`config.mk`:
```
export PLATFORM = sky130hd
export DESIGN_NAME = register_bank_multiport_flat
export DESIGN_NICKNAME = d
export VERILOG_FILES = /design/src/rtl/register_bank_multiport_pkg.sv /design/src/rtl/register_bank_multiport_if.sv /design/src/rtl/register_bank_multiport_read_port.sv /design/src/rtl/register_bank_multiport.sv /design/src/flat_wrapper.sv
export SDC_FILE = /design/constraint.sdc
export NUM_CORES = 2
export LEC_CHECK = 0
export BUFFER_PORTS_ARGS = -buffer_cell sky130_fd_sc_hd__buf_4
export CORE_MARGIN = 3
export CORE_UTILIZATION = 55
export CTS_BUF_LIST = sky130_fd_sc_hd__clkbuf_16
export CTS_CLUSTER_SIZE = 8
export DETAILED_ROUTE_END_ITERATION = 10
export GPL_TIMING_DRIVEN = 0
export PLACE_DENSITY = 0.75
export SLEW_MARGIN = 20
export SYNTH_ARGS = -nofsm -noshare
export SYNTH_HDL_FRONTEND = slang
export SYNTH_SLANG_ARGS = --single-unit
export TNS_END_PERCENT = 50
```
`constraint.sdc`:
```
create_clock -name clock -period 4.25 [get_ports clock]
set_clock_uncertainty 0.05 [all_clocks]
set_input_delay 0 -clock clock [delete_from_list [all_inputs] [get_ports clock]]
set_output_delay 0 -clock clock [all_outputs]
set_load 0.01 [all_outputs]
```
`src/rtl/register_bank_multiport_pkg.sv`:
```
// Shared definitions for the multiport register bank: FSM encoding and default geometry.
package register_bank_multiport_pkg;

   localparam int DEF_DATA_W = 32;
   localparam int DEF_ADDR_W = 5;

   typedef enum logic [0:0] {
      ST_CLEAR = 1'b0,
      ST_READY = 1'b1
   } bank_state_t;

endpackage

```
`src/rtl/register_bank_multiport_if.sv`:
```
// Pipeline-side bus of the register bank: read ports, debug port, write port and status.
interface register_bank_multiport_if
   import register_bank_multiport_pkg::*;
#(
   parameter int DATA_W = DEF_DATA_W,
   parameter int ADDR_W = DEF_ADDR_W,
   parameter int NUM_RD = 2
);

   logic [NUM_RD*ADDR_W-1:0] addrRd;
   logic [NUM_RD*DATA_W-1:0] dataRd;
   logic [ADDR_W-1:0]        addrAsync;
   logic [DATA_W-1:0]        outputAsync;
   logic [ADDR_W-1:0]        writeAddr;
   logic [DATA_W-1:0]        writeData;
   logic                     regWrite;
   logic                     clearReq;
   logic                     ready;
   logic                     writeDropped;

   modport master (
      output addrRd, addrAsync, writeAddr, writeData, regWrite, clearReq,
      input  dataRd, outputAsync, ready, writeDropped
   );

   modport slave (
      input  addrRd, addrAsync, writeAddr, writeData, regWrite, clearReq,
      output dataRd, outputAsync, ready, writeDropped
   );

endinterface

```
`src/rtl/register_bank_multiport_read_port.sv`:
```
// One combinational read port: array lookup with clear blanking, zero-register and bypass muxes.
module register_bank_multiport_read_port
   import register_bank_multiport_pkg::*;
#(
   parameter int DATA_W   = DEF_DATA_W,
   parameter int ADDR_W   = DEF_ADDR_W,
   parameter int ZERO_REG = 1,
   parameter int BYPASS   = 1
) (
   input  logic              rd_en,
   input  logic [ADDR_W-1:0] addr,
   input  logic [DATA_W-1:0] mem [2**ADDR_W],
   input  logic              wr_ok,
   input  logic [ADDR_W-1:0] wr_addr,
   input  logic [DATA_W-1:0] wr_data,
   output logic [DATA_W-1:0] data
);

   // wr_ok already excludes writes during the sweep and writes to a hard-wired r0
   always_comb begin
      data = mem[addr];
      if (!rd_en)
         data = '0;
      else if ((ZERO_REG != 0) && (addr == '0))
         data = '0;
      else if ((BYPASS != 0) && wr_ok && (addr == wr_addr))
         data = wr_data;
   end

endmodule

```
`src/rtl/register_bank_multiport.sv`:
```
// ID-stage register bank: NUM_RD combinational read ports, one write port, a debug read port
// and a sequential zeroing sweep after reset or on clearReq.
module register_bank_multiport
   import register_bank_multiport_pkg::*;
#(
   parameter int DATA_W   = DEF_DATA_W,
   parameter int ADDR_W   = DEF_ADDR_W,
   parameter int NUM_RD   = 2,
   parameter int ZERO_REG = 1,
   parameter int BYPASS   = 1
) (
   input logic                    clock,
   input logic                    reset,
   register_bank_multiport_if.slave bus
);

   localparam int DEPTH = 2**ADDR_W;

   bank_state_t       state;
   logic [ADDR_W-1:0] cnt;
   logic              dropped;
   logic              wr_ok;
   logic              rd_en;
   logic [DATA_W-1:0] mem [DEPTH];

   assign rd_en = (state == ST_READY);
   assign wr_ok = rd_en && bus.regWrite &&
                  !((ZERO_REG != 0) && (bus.writeAddr == '0));

   // Control path: only the FSM, sweep counter and sticky flag are reset
   always_ff @(posedge clock or negedge reset) begin
      if (!reset) begin
         state   <= ST_CLEAR;
         cnt     <= '0;
         dropped <= 1'b0;
      end else begin
         case (state)
            ST_CLEAR: begin
               cnt <= cnt + 1'b1;
               if (cnt == '1)
                  state <= ST_READY;
               if (bus.regWrite)
                  dropped <= 1'b1;
            end
            ST_READY: begin
               if (bus.clearReq) begin
                  state <= ST_CLEAR;
                  cnt   <= '0;
               end
            end
            default: begin
               state <= ST_CLEAR;
               cnt   <= '0;
            end
         endcase
      end
   end

   // Array: contents are only ever zeroed by the sweep, never by reset
   always_ff @(posedge clock) begin
      if (state == ST_CLEAR)
         mem[cnt] <= '0;
      else if (wr_ok)
         mem[bus.writeAddr] <= bus.writeData;
   end

   always_comb begin
      bus.outputAsync = mem[bus.addrAsync];
      if ((ZERO_REG != 0) && (bus.addrAsync == '0))
         bus.outputAsync = '0;
   end

   assign bus.ready        = rd_en;
   assign bus.writeDropped = dropped;

   for (genvar k = 0; k < NUM_RD; k++) begin : g_rd
      register_bank_multiport_read_port #(
         .DATA_W  (DATA_W),
         .ADDR_W  (ADDR_W),
         .ZERO_REG(ZERO_REG),
         .BYPASS  (BYPASS)
      ) u_rd (
         .rd_en  (rd_en),
         .addr   (bus.addrRd[k*ADDR_W +: ADDR_W]),
         .mem    (mem),
         .wr_ok  (wr_ok),
         .wr_addr(bus.writeAddr),
         .wr_data(bus.writeData),
         .data   (bus.dataRd[k*DATA_W +: DATA_W])
      );
   end

endmodule

```
`src/flat_wrapper.sv`:
```
// flat-port wrapper written by rule: the top's interface ports become plain ports
module register_bank_multiport_flat import register_bank_multiport_pkg::*;
#(
   parameter int DATA_W   = DEF_DATA_W,
   parameter int ADDR_W   = DEF_ADDR_W,
   parameter int NUM_RD   = 2,
   parameter int ZERO_REG = 1,
   parameter int BYPASS   = 1
)
  (clock, reset, bus_addrRd, bus_addrAsync, bus_writeAddr, bus_writeData, bus_regWrite, bus_clearReq, bus_dataRd, bus_outputAsync, bus_ready, bus_writeDropped);
  register_bank_multiport_if #(.DATA_W(DATA_W), .ADDR_W(ADDR_W), .NUM_RD(NUM_RD)) bus_i ();
  input logic clock;
  input logic reset;
  input wire logic [$bits(bus_i.addrRd)-1:0] bus_addrRd;
  input wire logic [$bits(bus_i.addrAsync)-1:0] bus_addrAsync;
  input wire logic [$bits(bus_i.writeAddr)-1:0] bus_writeAddr;
  input wire logic [$bits(bus_i.writeData)-1:0] bus_writeData;
  input wire logic [$bits(bus_i.regWrite)-1:0] bus_regWrite;
  input wire logic [$bits(bus_i.clearReq)-1:0] bus_clearReq;
  output wire logic [$bits(bus_i.dataRd)-1:0] bus_dataRd;
  output wire logic [$bits(bus_i.outputAsync)-1:0] bus_outputAsync;
  output wire logic [$bits(bus_i.ready)-1:0] bus_ready;
  output wire logic [$bits(bus_i.writeDropped)-1:0] bus_writeDropped;
  assign bus_i.addrRd = bus_addrRd;
  assign bus_i.addrAsync = bus_addrAsync;
  assign bus_i.writeAddr = bus_writeAddr;
  assign bus_i.writeData = bus_writeData;
  assign bus_i.regWrite = bus_regWrite;
  assign bus_i.clearReq = bus_clearReq;
  assign bus_dataRd = bus_i.dataRd;
  assign bus_outputAsync = bus_i.outputAsync;
  assign bus_ready = bus_i.ready;
  assign bus_writeDropped = bus_i.writeDropped;
  register_bank_multiport #(.DATA_W(DATA_W), .ADDR_W(ADDR_W), .NUM_RD(NUM_RD), .ZERO_REG(ZERO_REG), .BYPASS(BYPASS)) u_core (.clock(clock), .reset(reset), .bus(bus_i));
endmodule
```
* After elaboration in Yosys (flattened, before gate mapping)
Index checks and enable logic that the tools add are counted.
** Word-level totals
- Register bits after elaboration :: 1031
- Input bits :: 56
- Word-level logic and storage cells :: 96
** Cells by class
- $add $sub $neg :: 1
- Order comparisons :: 7
- Equality and inequality tests :: 5
- Multiplexer cells :: 28
- Bitwise gates (word level) :: 8
- Reduce and logical (&&, ||, !) cells :: 12
** Operators by type and width (count)
- $mux 1024 :: 2
- $and 1024x1024->1024 :: 1
- $bwmux 1024 :: 1
- $not 1024->1024 :: 1
- $bmux 32 s5 :: 3
- $mux 32 :: 15
- $demux 32 s5 :: 2
- $ge 6x6->1 const B :: 5
- $not 5->6 :: 5
- $logic_not 5->1 :: 4
- $lt 6x1->1 const B :: 2
- $eq 5x5->1 :: 2
- $pmux 5 s2 :: 1
- $logic_and 1x1->1 :: 6
- $add 5x1->5 const B :: 1
- $eq 5x5->1 const B :: 1
- $mux 5 :: 1
- $ne 2x2->1 const B :: 2
- $mux 1 :: 2
- $pmux 1 s2 :: 1
- $reduce_and 2->1 :: 1
- $logic_not 1->1 :: 1
- $not 1->1 :: 1

* Longest topological paths before layout
- Word-level depth :: 8
- Depth in mapped cells :: 9

* Modules after synthesis
From an unflattened synthesis, not the netlist that was laid out.
** Second synthesis, totals
- Cell total of the unflattened synthesis :: 5616
- Area, all modules :: 68849.8 µm²
** Modules (own cells, without submodules)
- register_bank_multiport :: instances 1, cells an instance 3412, area each 50742.4 µm², seq. area each 30924.7 µm²
- register_bank_multiport_read_port :: instances 2, cells an instance 1102, area each 9053.7 µm², seq. area each 0.0 µm²

* Worst setup path before layout
Ideal clock, no wire load.
- Kind :: reg-to-reg
- Start :: register u_core.state, in the netlist u_core.bus.ready
- End :: register u_core.mem[192] (netlist bit), enable pin
- Arrival time :: 3.447 ns
- Required time :: 3.730 ns
- Path slack :: 0.283 ns
- Stages on the path, launching flop included :: 5
- Period minus slack after synthesis :: 3.967 ns
- Cell sequence :: dfrtp_1 -> o211ai_2 -> buf_2 -> buf_2 -> o31ai_1
** Between the ends
- Cells in the longest elaborated chain, start to end :: 3
** Ends and longest elaborated chain
- from (decl) :: line register_bank_multiport.sv:19 : bank_state_t state;
- from (signal assigned) :: line register_bank_multiport.sv:33 : state <= ST_CLEAR;
- from (signal assigned) :: line register_bank_multiport.sv:41 : state <= ST_READY;
- from (signal assigned) :: line register_bank_multiport.sv:47 : state <= ST_CLEAR;
- $logic_and 1x1->1 (2 in a row) :: line register_bank_multiport.sv:27 : assign wr_ok = rd_en && bus.regWrite &&
- $ne 2x2->1 (no line) (*)
- to (signal, indexed assignment) :: line register_bank_multiport.sv:64 : mem[bus.writeAddr] <= bus.writeData;
- to (decl) :: line register_bank_multiport.sv:24 : logic [DATA_W-1:0] mem [DEPTH];
Mark *: on every way between the ends. The rest lies on a longest branch, timed or not.
A chain may end at the register's enable or synchronous reset.

* Worst setup path after layout
- Start :: register u_core.state, in the netlist u_core.bus.ready
- End :: register u_core.mem[720] (netlist bit), enable pin
Same word-level chain as after synthesis.

==> results by group <==
Detailed routing
  – Starting DRC count in detailed routing: 12,100
  – Routed WL: 318,000 um
  – Vias per cell: 8.58
  – TritonRoute pass-1 iters: 9
  – Avg WL per Cell: 48.2 um
  – Via count: 56,700
  – Antenna viol nets, final: 0
  – DRC violations left: 0

STA
  – Hold Violations, Final: 0
  – Pins Over Slew Limit: 0
  – RSZ-0062 raised after global routing: no
  – Max frequency: 0.226 GHz
  – Crit path time final: 4.43 ns
  – Final setup margin: -0.178 ns
  – Final setup viols: 247
  – Slew HR: 0.116
  – Worst Max-Slew Pin Slew: 1.33 ns
  – Final period utilization: 1.04

Yosys
  – Post-synth EDFFs: 1,024
  – Netlist cell types: 50
  – Ys async rst share: 0.00679
  – Synth Cell Area: 67,600 um2
  – FF+latch count, synth: 1,031
  – Sequential cell area fraction in the yosys report: 0.458
  – Post-synth top flop: edfxtp_1
  – Syn Nets: 4,615
  – YS warnings: 0
  – Cells after Synth: 4,554
  – Mapped Avg Cell Area: approximately 15 um2

Die
  – Core Box Area: between 100,000 and 150,000 um2
  – Starting Density: 0.559
  – # rows: 127
  – Total die area: 127,000 um2
  – I/O pin count: roughly 150
  – Die width: 356 um
  – Die Ht: 356 um

Hold path
  – Hold worst-path end: u_core.bus.writeDropped
  – Worst Hold Launch: bus_regWrite
  – Hold crit path type: input port to register
  – Hold Path Cell Cnt: 3

Clock tree
  – CTS root buf: clkbuf_16
  – Clock Tree Buf Depth: 3
  – Clk_lat worst skew: 0.79 ns
  – Clk sink count: 1,031
  – CTS Buf Count: 147
  – Worst-path clk slew: 0.05 ns
  – CTS H-tree depth: 4
  – CTS tree: yes

Final layout
  – Fill cell count: 8,913
  – Most common cell after layout, fill and taps aside: edfxtp_1
  – Area of the multi-input gates: 34,200 um2
  – Layout cell share with drive strength beyond 1: 0.289
  – Post-Layout Inst Area: around 76,000 um2
  – Layout area overhead: 13.0%
  – Final #Nets: 5,004
  – Seq. cell area: 30,900 um2
  – Commonest non-fill, non-tap cells in the layout: 1,024 x edfxtp_1, 866 x a22o_1, 830 x mux4_2

GRT
  – Gr usage total: 0.496
  – Initial antenna violation count: 26
  – Grt total ovfl: 0
  – Number of global-route vias before repair: 51,900
  – Global-route wire length before repair: 428,000 um
  – Largest net degree at the start of global routing: 24

Critical path
  – Worst setup EP type: register
  – FF-to-FF setup slack: -0.18 ns
  – R2R Path Start: u_core.bus.ready
  – FF-to-FF path depth: 7
  – Kind of critical path: register to register
  – End of the worst register-to-register path: u_core.mem[720]
  – Crit start category: register
  – Crit path max fanout: 13
  – Req. time, crit path: 4.73 ns
  – CP arrival: 4.91 ns

Placed design
  – GP Congestion: 1.06
  – Post-DP Area: 72,000 um2
  – DP Wirelength: 248,000 um
  – Port bufs: 136
  – Dpl ws: -0.267 ns

Power and ir drop
  – Static Leak: 28.8 nW
  – Worst VDD drop: 501 uV
  – Power Density: 692 nW/um2

Run status
  – Status: finished, violations left
  – Violated checks: setup timing

Run
  – Number of max-cap violations: 0
worst max path at each step:
| stage | start | depth (start not counted) | slack [ns] | endpoint |
|---|---|---|---|---|
| 2_1_floorplan | u_core.bus.ready | 4 | 0.28 | u_core.mem[192] |
| 3_3_place_gp | bus_writeAddr[3] | 6 | -3.10 | u_core.mem[273] |
| 3_5_place_dp | u_core.bus.ready | 7 | -0.27 | u_core.mem[720] |
| 4_1_cts | u_core.bus.ready | 7 | 0.08 | u_core.mem[720] |
| 5_1_grt | u_core.bus.ready | 7 | 0.02 | u_core.mem[334] |
| 6_report | u_core.bus.ready | 7 | -0.18 | u_core.mem[720] |
metal layers:
metal / GRT usage / wire length, um / vias to the layer above
li1: - / - / 20400
met1: 0.641 / 108000 / 28900
met2: 0.661 / 129000 / 6441
met3: 0.307 / 64000 / 940
met4: 0.208 / 16600 / 42
met5: 0.0400 / 1090 / -
Yosys cell counts, types with 47 or more instances:
cell	n	area share
buf_1	47	0.0026
a211o_1	64	0.0083
nand2_1	239	0.013
buf_2	120	0.0089
a22oi_1	63	0.0070
mux2i_1	99	0.015
and2_1	65	0.0060
clkbuf_1	386	0.021
a22o_1	866	0.11
mux4_2	830	0.28
edfxtp_1	1024	0.46
o21ai_0	169	0.013
a211oi_1	218	0.024
nor2b_1	73	0.0068
sequential cells by signal, summed over array words and instances (netlist names):
register / flops
u_core.bus.ready: 1
u_core.mem: 1024
u_core.cnt: 5
u_core.bus.writeDropped: 1
stage by stage:
step           setup TNS [ns]  total power, W   util  std cells  hold slack (ns)
6_report               -17.77          0.0528  0.631       6606           0.0588
5_1_grt                     0          0.0536  0.631       6586           0.0870
4_1_cts                     0          0.0509  0.630       6583           0.0301
3_5_place_dp           -39.80          0.0401  0.595       6370           -0.194
3_3_place_gp         -1915.01          0.0392  0.584       6302           -0.195
2_1_floorplan               0          0.0320      -       4554           -0.346
final cells by class:
cell class,count,area share
clock inverters,30,0.00295
flip-flops and latches,1031,0.405
well taps,1612,0.0264
clock buffers,147,0.0482
inverters,40,0.00197
plain buffers,608,0.0363
diodes,23,0.000754
multi-input cells,2875,0.448
repair buffers,240,0.0303
power breakdown:
group	switching [W]	total, W	internal, W
clock network	0.00470	0.0108	0.00612
logic	0.0103	0.0197	0.00936
registers	0.00502	0.0223	0.0173
cell families after synthesis:
logic type	count (synthesis)	synth area share
AO/OA/AOI/OAI	1485	0.174
multiplexers	929	0.291
adder cells (fa/ha/maj)	5	0.000926
AND/OR/NAND/NOR	446	0.0313
flip-flops	1031	0.458
XOR/XNOR	10	0.00130
buffers and inverters	648	0.0430
repair_timing:
action | in CTS | in global routing
pin swaps | 0 | 0
resized for setup | 2 | 3
hold buffers | 36 | 0
hold endpoints to repair | 206 | 0
setup endpoints to repair | 424 | 28
setup buffers | 0 | 0
critical path: stages (launching register included):
cell	delay [ns]
dfrtp_1	0.81
clkbuf_1	0.44
clkbuf_2	0.57
clkbuf_1	0.68
buf_2	0.74
o31ai_4	0.38
buf_6	0.26
buf_6	0.17
Note: power is estimated with default switching activity, not from simulation.
